## config.mk

```make
export PLATFORM = sky130hd
export DESIGN_NAME = stepclock_flat
export DESIGN_NICKNAME = d
export VERILOG_FILES = /design/src/rtl/stepclock_pkg.sv /design/src/rtl/stepclock_if.sv /design/src/rtl/stepclock_phase_timer.sv /design/src/rtl/stepclock.sv /design/src/flat_wrapper.sv
export SDC_FILE = /design/constraint.sdc
export NUM_CORES = 1
export LEC_CHECK = 0
export BUFFER_PORTS_ARGS = -buffer_cell sky130_fd_sc_hd__buf_2
export CORE_AREA = 10 10 81 83
export DETAILED_ROUTE_END_ITERATION = 12
export DIE_AREA = 0 0 91 93
export GPL_TIMING_DRIVEN = 1
export PLACE_DENSITY_LB_ADDON = 0.08
export REMOVE_ABC_BUFFERS = 1
export SLEW_MARGIN = 20
export SYNTH_ARGS = -nofsm -noshare
export SYNTH_HDL_FRONTEND = slang
export SYNTH_SLANG_ARGS = --single-unit
```

## constraint.sdc

```tcl
create_clock -name clk -period 1.4 [get_ports clk]
set_input_delay 0.14 -clock clk [delete_from_list [all_inputs] [get_ports clk]]
set_output_delay 0.14 -clock clk [all_outputs]
set_load 0.005 [all_outputs]
```

## src/rtl/stepclock_pkg.sv

```systemverilog
// stepclock_pkg
//   Shared definitions for the step-clock generator: the FSM state
//   encoding and the sizing helper for the per-phase down-counter.
//   No ports; imported by the top level.
package stepclock_pkg;

  // 2'b11 is deliberately left unnamed; the FSM falls back to IDLE from it.
  typedef enum logic [1:0] {
    ST_IDLE = 2'b00,
    ST_HIGH = 2'b01,
    ST_LOW  = 2'b10
  } state_t;

  // Bits needed to hold max(high, low) - 1, never less than one bit so the
  // timer stays a legal vector when both phases are a single cycle.
  function automatic int phaseWidth(input int highCycles, input int lowCycles);
    int m;
    m = (highCycles > lowCycles) ? highCycles : lowCycles;
    if (m <= 2) return 1;
    return $clog2(m);
  endfunction

endpackage

```

## src/rtl/stepclock_if.sv

```systemverilog
// stepclock_if
//   Bundles the front-panel controls and the generated-clock outputs.
//   master: drives run/step/halt, observes clk_out/rise/fall/busy/count.
//   slave : the generator side (inputs run/step/halt, drives the rest).
//   Parameter CNT_W sets the width of the completed-period counter.
interface stepclock_if #(
  parameter int CNT_W = 16
);
  logic             run;
  logic             step;
  logic             halt;
  logic             clk_out;
  logic             rise;
  logic             fall;
  logic             busy;
  logic [CNT_W-1:0] count;

  modport master (
    output run, step, halt,
    input  clk_out, rise, fall, busy, count
  );

  modport slave (
    input  run, step, halt,
    output clk_out, rise, fall, busy, count
  );
endinterface

```

## src/rtl/stepclock_phase_timer.sv

```systemverilog
// phase_timer
//   Loadable down-counter that times one HIGH or LOW phase.
//   Ports: clk, rst (sync, active-high), i_load/i_value load the counter,
//          o_done is high while the counter reads zero.
//   Loading value N-1 makes o_done rise on the N-th cycle of the phase.
module phase_timer #(
  parameter int WIDTH = 1
) (
  input  logic             clk,
  input  logic             rst,
  input  logic             i_load,
  input  logic [WIDTH-1:0] i_value,
  output logic             o_done
);

  logic [WIDTH-1:0] r_count;

  // Counts down and parks at zero; a load always wins.
  always_ff @(posedge clk) begin
    if (rst) begin
      r_count <= '0;
    end else if (i_load) begin
      r_count <= i_value;
    end else if (r_count != '0) begin
      r_count <= r_count - WIDTH'(1);
    end
  end

  assign o_done = (r_count == '0);

endmodule

```

## src/rtl/stepclock.sv

```systemverilog
// stepclock
//   Step-clock generator for the CPU clock network: free-run, single-step
//   and clean halt, with clk_out changing only at phase boundaries.
//   Ports: clk, rst (sync, active-high), bus (stepclock_if.slave):
//     run/step/halt in; clk_out, rise, fall, busy, count out.
//   Parameters: HIGH_CYCLES, LOW_CYCLES (>= 1), CNT_W (counter width).
module stepclock
  import stepclock_pkg::*;
#(
  parameter int HIGH_CYCLES = 2,
  parameter int LOW_CYCLES  = 2,
  parameter int CNT_W       = 16
) (
  input  logic         clk,
  input  logic         rst,
  stepclock_if.slave   bus
);

  localparam int PHASE_W = phaseWidth(HIGH_CYCLES, LOW_CYCLES);
  localparam logic [PHASE_W-1:0] HIGH_LOAD = PHASE_W'(HIGH_CYCLES - 1);
  localparam logic [PHASE_W-1:0] LOW_LOAD  = PHASE_W'(LOW_CYCLES - 1);

  state_t             r_state;
  state_t             w_stateNext;
  logic               r_pend;
  logic               w_pendNext;
  logic               w_load;
  logic [PHASE_W-1:0] w_loadVal;
  logic               w_phaseDone;
  logic               w_periodEnd;
  logic               r_clkOut;
  logic               r_rise;
  logic               r_fall;
  logic               r_busy;
  logic [CNT_W-1:0]   r_count;

  phase_timer #(.WIDTH(PHASE_W)) u_timer (
    .clk     (clk),
    .rst     (rst),
    .i_load  (w_load),
    .i_value (w_loadVal),
    .o_done  (w_phaseDone)
  );

  // Next-state, step latch and timer load. The timer is reloaded on every
  // phase entry, including the LOW->HIGH hop of back-to-back periods.
  // halt is only looked at in IDLE and at the end of LOW, so a period in
  // flight always runs to completion.
  always_comb begin
    w_stateNext = r_state;
    w_pendNext  = r_pend;
    w_load      = 1'b0;
    w_loadVal   = HIGH_LOAD;
    w_periodEnd = 1'b0;
    case (r_state)
      ST_IDLE: begin
        // A direct step start never touches pend; step with halt is lost.
        if (!bus.halt && (bus.run || bus.step || r_pend)) begin
          w_stateNext = ST_HIGH;
          w_load      = 1'b1;
          w_loadVal   = HIGH_LOAD;
          w_pendNext  = 1'b0;
        end
      end
      ST_HIGH: begin
        if (bus.step) w_pendNext = 1'b1;
        if (w_phaseDone) begin
          w_stateNext = ST_LOW;
          w_load      = 1'b1;
          w_loadVal   = LOW_LOAD;
        end
      end
      ST_LOW: begin
        if (bus.step) w_pendNext = 1'b1;
        if (w_phaseDone) begin
          w_periodEnd = 1'b1;
          if (bus.halt) begin
            w_stateNext = ST_IDLE;
            w_pendNext  = 1'b0;
          end else if (r_pend) begin
            // The latched step is consumed by the period it launches.
            w_stateNext = ST_HIGH;
            w_load      = 1'b1;
            w_loadVal   = HIGH_LOAD;
            w_pendNext  = 1'b0;
          end else if (bus.run) begin
            w_stateNext = ST_HIGH;
            w_load      = 1'b1;
            w_loadVal   = HIGH_LOAD;
          end else begin
            w_stateNext = ST_IDLE;
          end
        end
      end
      default: begin
        w_stateNext = ST_IDLE;
        w_pendNext  = 1'b0;
      end
    endcase
  end

  // Outputs are registered from the next state so clk_out, the strobes and
  // busy all line up with the state they describe, with no input-to-output
  // combinational path.
  always_ff @(posedge clk) begin
    if (rst) begin
      r_state  <= ST_IDLE;
      r_pend   <= 1'b0;
      r_clkOut <= 1'b0;
      r_rise   <= 1'b0;
      r_fall   <= 1'b0;
      r_busy   <= 1'b0;
      r_count  <= '0;
    end else begin
      r_state  <= w_stateNext;
      r_pend   <= w_pendNext;
      r_clkOut <= (w_stateNext == ST_HIGH);
      r_rise   <= (w_stateNext == ST_HIGH) && (r_state != ST_HIGH);
      r_fall   <= (w_stateNext == ST_LOW) && (r_state == ST_HIGH);
      r_busy   <= (w_stateNext != ST_IDLE);
      if (w_periodEnd) r_count <= r_count + CNT_W'(1);
    end
  end

  assign bus.clk_out = r_clkOut;
  assign bus.rise    = r_rise;
  assign bus.fall    = r_fall;
  assign bus.busy    = r_busy;
  assign bus.count   = r_count;

endmodule

```

## src/flat_wrapper.sv

```systemverilog
// flat-port wrapper written by rule: the top's interface ports become plain ports
module stepclock_flat import stepclock_pkg::*;
#(
  parameter int HIGH_CYCLES = 2,
  parameter int LOW_CYCLES  = 2,
  parameter int CNT_W       = 16
)
  (clk, rst, bus_run, bus_step, bus_halt, bus_clk_out, bus_rise, bus_fall, bus_busy, bus_count);
  stepclock_if #(.CNT_W(CNT_W)) bus_i ();
  input  logic clk;
  input  logic rst;
  input wire logic [$bits(bus_i.run)-1:0] bus_run;
  input wire logic [$bits(bus_i.step)-1:0] bus_step;
  input wire logic [$bits(bus_i.halt)-1:0] bus_halt;
  output wire logic [$bits(bus_i.clk_out)-1:0] bus_clk_out;
  output wire logic [$bits(bus_i.rise)-1:0] bus_rise;
  output wire logic [$bits(bus_i.fall)-1:0] bus_fall;
  output wire logic [$bits(bus_i.busy)-1:0] bus_busy;
  output wire logic [$bits(bus_i.count)-1:0] bus_count;
  assign bus_i.run = bus_run;
  assign bus_i.step = bus_step;
  assign bus_i.halt = bus_halt;
  assign bus_clk_out = bus_i.clk_out;
  assign bus_rise = bus_i.rise;
  assign bus_fall = bus_i.fall;
  assign bus_busy = bus_i.busy;
  assign bus_count = bus_i.count;
  stepclock #(.HIGH_CYCLES(HIGH_CYCLES), .LOW_CYCLES(LOW_CYCLES), .CNT_W(CNT_W)) u_core (.clk(clk), .rst(rst), .bus(bus_i));
endmodule
```

Yosys cells after proc, flatten, opt, wreduce, memory -nomap -nowiden
Cells that the tools add are included.
Storage, ports and cells
  register bits after elaboration: 24
  input port bits: 5
  output and inout port bits: 20
  logic and storage cells: 47
Operators by class
  add/sub/neg operators: 2
  eq/ne operators: 6
  muxes and demuxes: 23
  reductions and logical operators: 8
Operators with widths (number)
  $add A16 B1 Y16 const B: 1
  $mux W1: 15
  $mux W2: 5
  $pmux W1 S3: 2
  $pmux W2 S3: 1
  $eq A2 B1 Y1 const B: 2
  $eq A2 B2 Y1 const B: 2
  $ne A2 B1 Y1 const B: 2
  $logic_and A1 B1 Y1: 3
  $logic_not A2 Y1: 1
  $logic_or A1 B1 Y1: 2
  $reduce_bool A2 Y1: 1
  $logic_not A1 Y1: 1
  $sub A1 B1 Y1 const B: 1

Longest topological paths before layout
Gate-level depths: netlist of the first run.
  depth after elaboration: 7
  mapped depth: 6
  gate-level depth less buffers: 6

By module
A second synthesis of the first run with hierarchy kept.
Unflattened totals
  cells, all modules: 132
  area total of the unflattened synthesis: 1141.1 um^2
By module, submodules not included
  stepclock: times used 1, cells an instance 129, area an instance 1108.6 um^2, seq. area each 460.4 um^2
  phase_timer: times used 1, cells an instance 3, area an instance 32.5 um^2, seq. area each 20.0 um^2

Worst setup path after synthesis of the first run
No wires, ideal clock.
  kind: register -> register
  start point: reg u_core.r_state[0]
  end point: reg u_core.r_count[15] (netlist: u_core.bus.count[15])
  library setup time: 0.121 ns
  arrival: 1.389 ns
  path slack: -0.110 ns
  cell stages (with the launch flop): 7
  buffers on the path: 0
  period minus slack after synthesis: 1.510 ns
  cell sequence: dfxtp_1 > inv_1 > ha_1 > nand4b_1 > nor2_2 > nand3_2 > mux2_4
Between the ends
  word-level cells in the longest chain between the ends: 2
Ends and longest elaborated chain
  start, declared: RTL line stepclock.sv:23  | state_t r_state;
  start signal, assigned: RTL line stepclock.sv:115  | r_state <= w_stateNext;
  $eq A2 B2 Y1: RTL line stepclock.sv:55  | case (r_state)
  $mux W1: RTL line stepclock.sv:55
  end signal, assigned: RTL line stepclock.sv:121  | if (w_periodEnd) r_count <= r_count + CNT_W'(1);
  end, declared: RTL line stepclock.sv:35  | logic [CNT_W-1:0] r_count;
Every way passes these cells.
A chain may end at the register's enable or synchronous reset.

Final worst setup path of the first run
  start point: reg u_core.r_state[0]
  end point: reg u_core.r_state[1]
Between the ends
  word-level cells in the longest chain between the ends: 2
  elaborated cells on any way between the ends: 4
Ends and longest elaborated chain (RTL line)
  $eq A2 B2 Y1, or another cell as far along: stepclock.sv:55
  $pmux W2 S3 *: stepclock.sv:55
Every way passes the cells marked *; elsewhere a longest branch is shown, timed or not.

==> results of run 1 <==
-- cell usage in the layout, fill, tap and decap left out, types with 3 or more instances in the layout --
cell type,count
dfxtp_1,22
nor2_1,20
xor2_1,3
xnor2_1,8
buf_2,24
nand4_1,3
buf_4,23
nor3_2,3
buf_6,3
nand2_1,3
nor3_4,3
inv_1,4
a21oi_1,5
clkbuf_8,3
-- what timing repair did --
action | in CTS | in global routing
pin swaps | 5 | 16
hold endpoints to repair | 0 | 0
hold buffers | 0 | 0
setup endpoints to repair | 20 | 20
gates resized for setup | 14 | 19
buffers inserted | 2 | 2
-- per-stage QoR --
| stage | utilization, % | cells | power (mW) | TNS [ps] |
|---|---|---|---|---|
| CTS | 33.2 | 246 | 1.42 | -272 |
| floorplan | - | 125 | 0.873 | -395 |
| finish | 35.4 | 248 | 1.42 | -128 |
| detailed placement | 31.1 | 241 | 0.983 | -2060 |
| global route | 35.4 | 248 | 1.51 | -847 |
| global placement | 31.1 | 241 | 0.981 | -1910 |
-- worst max-delay path by stage --
stage	startpoint	end	slack, ps	depth (start not counted)
after floorplan	u_core.r_state[0]	u_core.bus.count[15]	-110	6
after global placement	u_core.r_state[0]	u_core.bus.count[15]	-230	6
after detailed placement	u_core.r_state[0]	u_core.bus.count[15]	-220	6
after CTS	u_core.r_state[1]	u_core.bus.clk_out	-80	6
after global routing	u_core.r_state[0]	u_core.bus.clk_out	-150	6
final	u_core.r_state[0]	u_core.r_state[1]	-60	7
-- flip-flops by register name, summed over array words and instances, names as in the netlist --
register                count
u_core.u_timer.r_count      1
u_core.bus.clk_out          1
u_core.bus.count           16
u_core.bus.rise             1
u_core.r_state              2
u_core.r_pend               1
u_core.bus.fall             1
u_core.bus.busy             1
-- power by group through the flow --
stage / registers, mW / clock network (mW) / logic, mW
final: 0.730 / 0.419 / 0.275
after global routing: 0.735 / 0.470 / 0.308
after CTS: 0.729 / 0.437 / 0.259
after detailed placement: 0.741 / 0 / 0.242
after global placement: 0.740 / 0 / 0.241
after floorplan: 0.747 / 0 / 0.126
-- synth_stat cells --
master and count:
nand4_1 3, nand2_1 3, nor3_4 1, inv_1 6, mux2_4 1, nand3_2 2
a211oi_1 1, nor2_2 1, nor3_2 1, xnor2_1 8, o31a_4 1, a31o_2 1
a22o_1 1, nand4_4 1, o21ba_2 1, clkbuf_1 2, xor2_1 3, or3_1 1
nor4_2 3, a21oi_1 6, nor2b_1 2, or2_1 1, a21oi_2 1, o21a_1 2
and3_1 1, o21ai_1 1, nor3_1 6, nand2b_1 2, or2_2 1, nor4b_1 1
mux2i_1 1, and2b_2 1, a31o_1 2, nor2_1 21, nand4b_1 1, ha_1 5
nand3_1 2, buf_2 1, nand3b_1 1, dfxtp_1 24, o21ai_0 3, nor3b_2 1
-- final cells by class --
| class | count | share of cell area, % |
|---|---|---|
| Tap cell | 70 | 4.94 |
| Multi-Input combinational cell | 95 | 45.4 |
| Sequential cell | 24 | 27.4 |
| Timing Repair Buffer | 50 | 18.4 |
| Clock buffer | 3 | 2.33 |
| Inverter | 6 | 1.55 |
-- cell families after synthesis --
| kind of cell | Yosys count | synth area share, % |
|---|---|---|
| simple gates | 57 | 29.7 |
| flops | 24 | 40.0 |
| compound gates | 20 | 12.0 |
| xor+xnor | 11 | 8.03 |
| buf+inv | 9 | 2.92 |
| fa+ha+maj | 5 | 5.21 |
| mux | 2 | 2.09 |
-- per-layer routing --
layer  track usage (%)  vias up  wire, microns
met1              9.34      505           1450
met4              2.74        0             23
met2              12.0       14           1440
met3              2.32        2            156
met5                 0        -              0
li1                  -      544              -
-- worst min-delay path, stage by stage --
cell and delay (ps):
buf_2 100, or2_4 160, nor2_1 50
==> impl_results.md, run 1 <==
- Fin worst setup slack: -64.3 ps
- Hold/Removal Path Class: in2reg
- Clock Power Share: 29.4%
- DR vias: 1065
- Final antenna-violating net count: 0
- Switch share: 26.5%
- Synthesis Warnings: 0
- Critical path arrival: 1630 ps
- Failing checks: setup timing
- GR Overflow Total: 0
- #FFs+latches synth: 24
- Die Width: 91 microns
- GPL Wtd Cong: 0.777
- TritonCTS buffer count: 3
- Worst slack, placed: -223 ps
- Die area: 8460 sq um
- Die Height: 93 microns
- Core area: 5010 sq um
- Multi-input logic area: 806 sq um
- Slowest-stage cell, CP: dfxtp_2
- Power per Cell Area: 803 nW/um^2
- Post-DP Area: 1560 sq um
- Status: finished, violations left
- CTS root buf: clkbuf_8
- Largest net degree at the start of global routing: 21
- Pint: 1.05 mW
- Yosys top cell area share: 40.0%
- Worst relative slew slack: 78.2%
- Combinational cell fraction of total power: 19.3%
- Final net count: 190
- Vias in the first global route: 1148
- Row count: 26
- Fin. Hold Viols: 0
- Share of cells above drive strength 1: 48.3%
- Area growth, synth to finish: 47.9%
- FMAX: 0.683 GHz
- Critical Path Source Type: flop
- CP Capture Type: flop
- Initial antenna violation count: 0
- Crit Path Class: reg2reg
- Final setup vio count: 5
- CP max FO: 6
- Cells after synthesis: 128
- Final HPWL DP: 2360 microns
- Worst-margin pin slew: 325 ps
- Lkg Pwr: 0.787 nW
- Seq pwr share: 51.3%
- VDD IR max: 368 uV
- R2R depth: 7
- Hold Path Cell Cnt: 3
- Via/cell ratio: 4.29
- Yosys cell types: 42
- Slew Viols, Final: 0
- Critical R2R Launch: u_core.r_state[0]
- RR Endpoint: u_core.r_state[1]
- Starting density of the core: 24.0%
- Final Cycle Share: 105%
- Routed wire length: 3070 microns
- Detailed-route DRC error count: 0
- Clock transition at path regs: 90 ps
- Number of port buffers: 24
- TritonCTS Sinks: 24
- Largest cells by area after synthesis: dfxtp_1 (40%), nor2_1 (6.6%), xnor2_1 (5.8%), ha_1 (5.2%), nor4_2 (3.1%)
- First-pass GRT wire length: 5370 microns
- Largest stage delay on the critical path: 360 ps
- RSZ-0062 raised after global routing: true
- Switch Pwr: 0.377 mW
- WHS: 209 ps
- Maximum root-to-sink buffer count: 2
- Synthesized cell area: 1200 sq um
- TritonCTS clock tree: yes
- Final min period: 1460 ps
- Post-synth top area cell: dfxtp_1
- Register area: 485 sq um
- Total of max-cap violations: 0
- Worst Hold End: u_core.r_state[1]
- I/O pin cnt: 25
- Final instance area: 1770 sq um
- CP delay by family, top: flip-flops
- Fillers: 555
- Sequential area share after synthesis: 40.0%
- Crit-path cells: inv_4 > ha_4 > a22o_1 > or3_1 > o21ai_2 > buf_4 > nor2_1
- GRT Overall Usage: 7.52%
- Critical Path RT: 1570 ps
- Flop2flop setup slack: -60 ps
- DR iter-0 viols: 17
- Post-Syn Area per Cell: 9.37 sq um
- Worst Skew: 1.15 ps
- Wire length per cell: 12.4 microns
- CP Buf/Inv Count: 2
- DR pass1 iterations: 4
- Clock latency on the worst-skew pair: 260 ps
- Hold Crit Start: rst
- H-tree Lvls: 1
- N_diodes: 0
Power figures use the tool's default switching activity.
==> inputs of run 2 (changes only) <==
- clock period: 1.4 -> 1.5 ns (I/O delays scaled with it)
==> run 2 against run 1 <==
Effect of this change:
- the flow now finishes without violations
- die area did not move
- via count fell by 0.56%
- flip-flop and latch count did not move
- register-to-register slack improved by 70 ps
- power fell by 8.2%
- combinational power fell by 12%
- critical path type unchanged
==> impl_results.md, run 2 (synthesis gave the netlist of run 1 again) <==
- Status: finished clean
- Final HPWL DP: 2450 microns
- First-pass GRT wire length: 5220 microns
- Max reg flops: 16
- GPL Wtd Cong: 0.757
- Fin. Hold Viols: 0
- Final setup vio count: 0
- GR Overflow Total: 0
- Hold Crit Start: bus_step
- Hold/Removal Path Class: in2reg
- TritonCTS buffer count: 3
- Commonest non-fill, non-tap cells in the layout: buf_2 (24), buf_4 (24), dfxtp_1 (22)
- Routed wire length: 3140 microns
- RSZ-0062 raised after global routing: true
- Lkg Pwr: 0.742 nW
- Row count: 26
- Worst-margin pin slew: 317 ps
- Detailed-route DRC error count: 0
- Final net count: 188
- GRT Overall Usage: 7.39%
- Worst relative slew slack: 78.9%
- Maximum root-to-sink buffer count: 2
- FMAX: 0.667 GHz
- Worst Hold End: u_core.r_pend
- CTS root buf: clkbuf_8
- Die Width: 91 microns
- Area growth, synth to finish: 41.6%
- Final antenna-violating net count: 0
- Worst slack, placed: -114 ps
- Fillers: 566
- Starting density of the core: 24.0%
- H-tree Lvls: 1
- CP Capture Type: flop
- RR Endpoint: u_core.bus.clk_out
- TritonCTS clock tree: yes
- Final Cycle Share: 99.9%
- Total of max-cap violations: 0
- I/O pin cnt: 25
- Critical path arrival: 1690 ps
- Final min period: 1500 ps
- Die Height: 93 microns
- Core area: 5010 sq um
- Fin worst setup slack: 1.73 ps
- Worst Skew: 6.04 ps
- Slew Viols, Final: 0
- R2R depth: 6
- CP max FO: 6
- Crit Path Class: reg2reg
- Clock transition at path regs: 90 ps
- Clock latency on the worst-skew pair: 260 ps
- Power per Cell Area: 769 nW/um^2
- TritonCTS Sinks: 24
- Via/cell ratio: 4.30
- Setup TNS: 0 ps
- Critical Path RT: 1690 ps
- DR pass1 iterations: 4
- Critical R2R Launch: u_core.r_state[0]
- Critical Path Source Type: flop
- Share of cells above drive strength 1: 45.5%
- Initial antenna violation count: 0
- Vias in the first global route: 1057
- Number of port buffers: 24
- Hold Path Cell Cnt: 3
- Largest net degree at the start of global routing: 17
- VDD IR max: 348 uV
- N_diodes: 0
- Die area: 8460 sq um
- Wire length per cell: 12.8 microns
- DR vias: 1059
- Hold-fix buffers, CTS: 0
- DR iter-0 viols: 21
- Flop2flop setup slack: 2 ps
run 2: cell count changes in the layout (fill, tap and decap cells not counted), sizes merged:
| cell | delta |
|---|---|
| buf | -2 |
run 2: what timing repair did:
| action | in CTS | in global routing |
|---|---|---|
| setup endpoints to repair | 13 | 12 |
| pin swaps | 4 | 7 |
| setup buffers | 1 | 1 |
| endpoints found under the hold margin | 0 | 0 |
| gates resized for setup | 13 | 7 |
run 2: worst max path at each step:
stage	slack [ps]	endpoint	from	cells after the start
final	2	u_core.bus.clk_out	u_core.r_state[0]	6
after global routing	-60	u_core.bus.clk_out	u_core.r_state[0]	6
after CTS	-7	u_core.bus.clk_out	u_core.r_state[0]	6
after detailed placement	-110	u_core.bus.count[15]	u_core.r_state[0]	6
after global placement	-40	u_core.bus.clk_out	u_core.r_state[1]	6
after floorplan	-10	u_core.bus.count[15]	u_core.r_state[0]	6
run 2: layer usage:
metal  routed length [microns]  vias up  global-route usage [%]  share of wire [%]
met5                         0        -                       0                  0
met4                        71        0                    3.66                2.3
met3                       129        6                    1.84                4.1
met2                      1400       18                    10.8                 44
met1                      1540      496                    9.86                 49
li1                          -      539                       -                  -
run 2: power breakdown:
group	total (mW)	internal, mW	switching, mW
logic	0.243	0.126	0.117
clock network	0.381	0.179	0.201
registers	0.684	0.664	0.0195
total	1.31	0.969	0.338
run 2: per-stage QoR:
stage	power, mW	hold WS (ps)	cell area (sq um)	std cells	util (%)
2_1_floorplan	0.815	219	1190	125	-
3_3_place_gp	0.910	488	1560	241	31.1
3_5_place_dp	0.913	500	1560	241	31.1
4_1_cts	1.32	222	1660	245	33.1
5_1_grt	1.38	258	1700	246	33.9
6_report	1.31	233	1700	246	33.9
run 2: area by class of cell:
cell class	count	area, sq um	share of cell area (%)
Multi-Input combinational cell	95	759	44.7
Sequential cell	24	485	28.6
Timing Repair Buffer	48	300	17.7
Tap cell	70	87.6	5.15
Clock buffer	3	41.3	2.43
Inverter	6	25.0	1.47
run 2: worst max-delay path: stages, from the launching register on:
cell and delay (ps):
dfxtp_2 360, inv_4 50, ha_4 170, a22o_1 210, or3_1 360, o21ai_2 90
nor3b_2 190
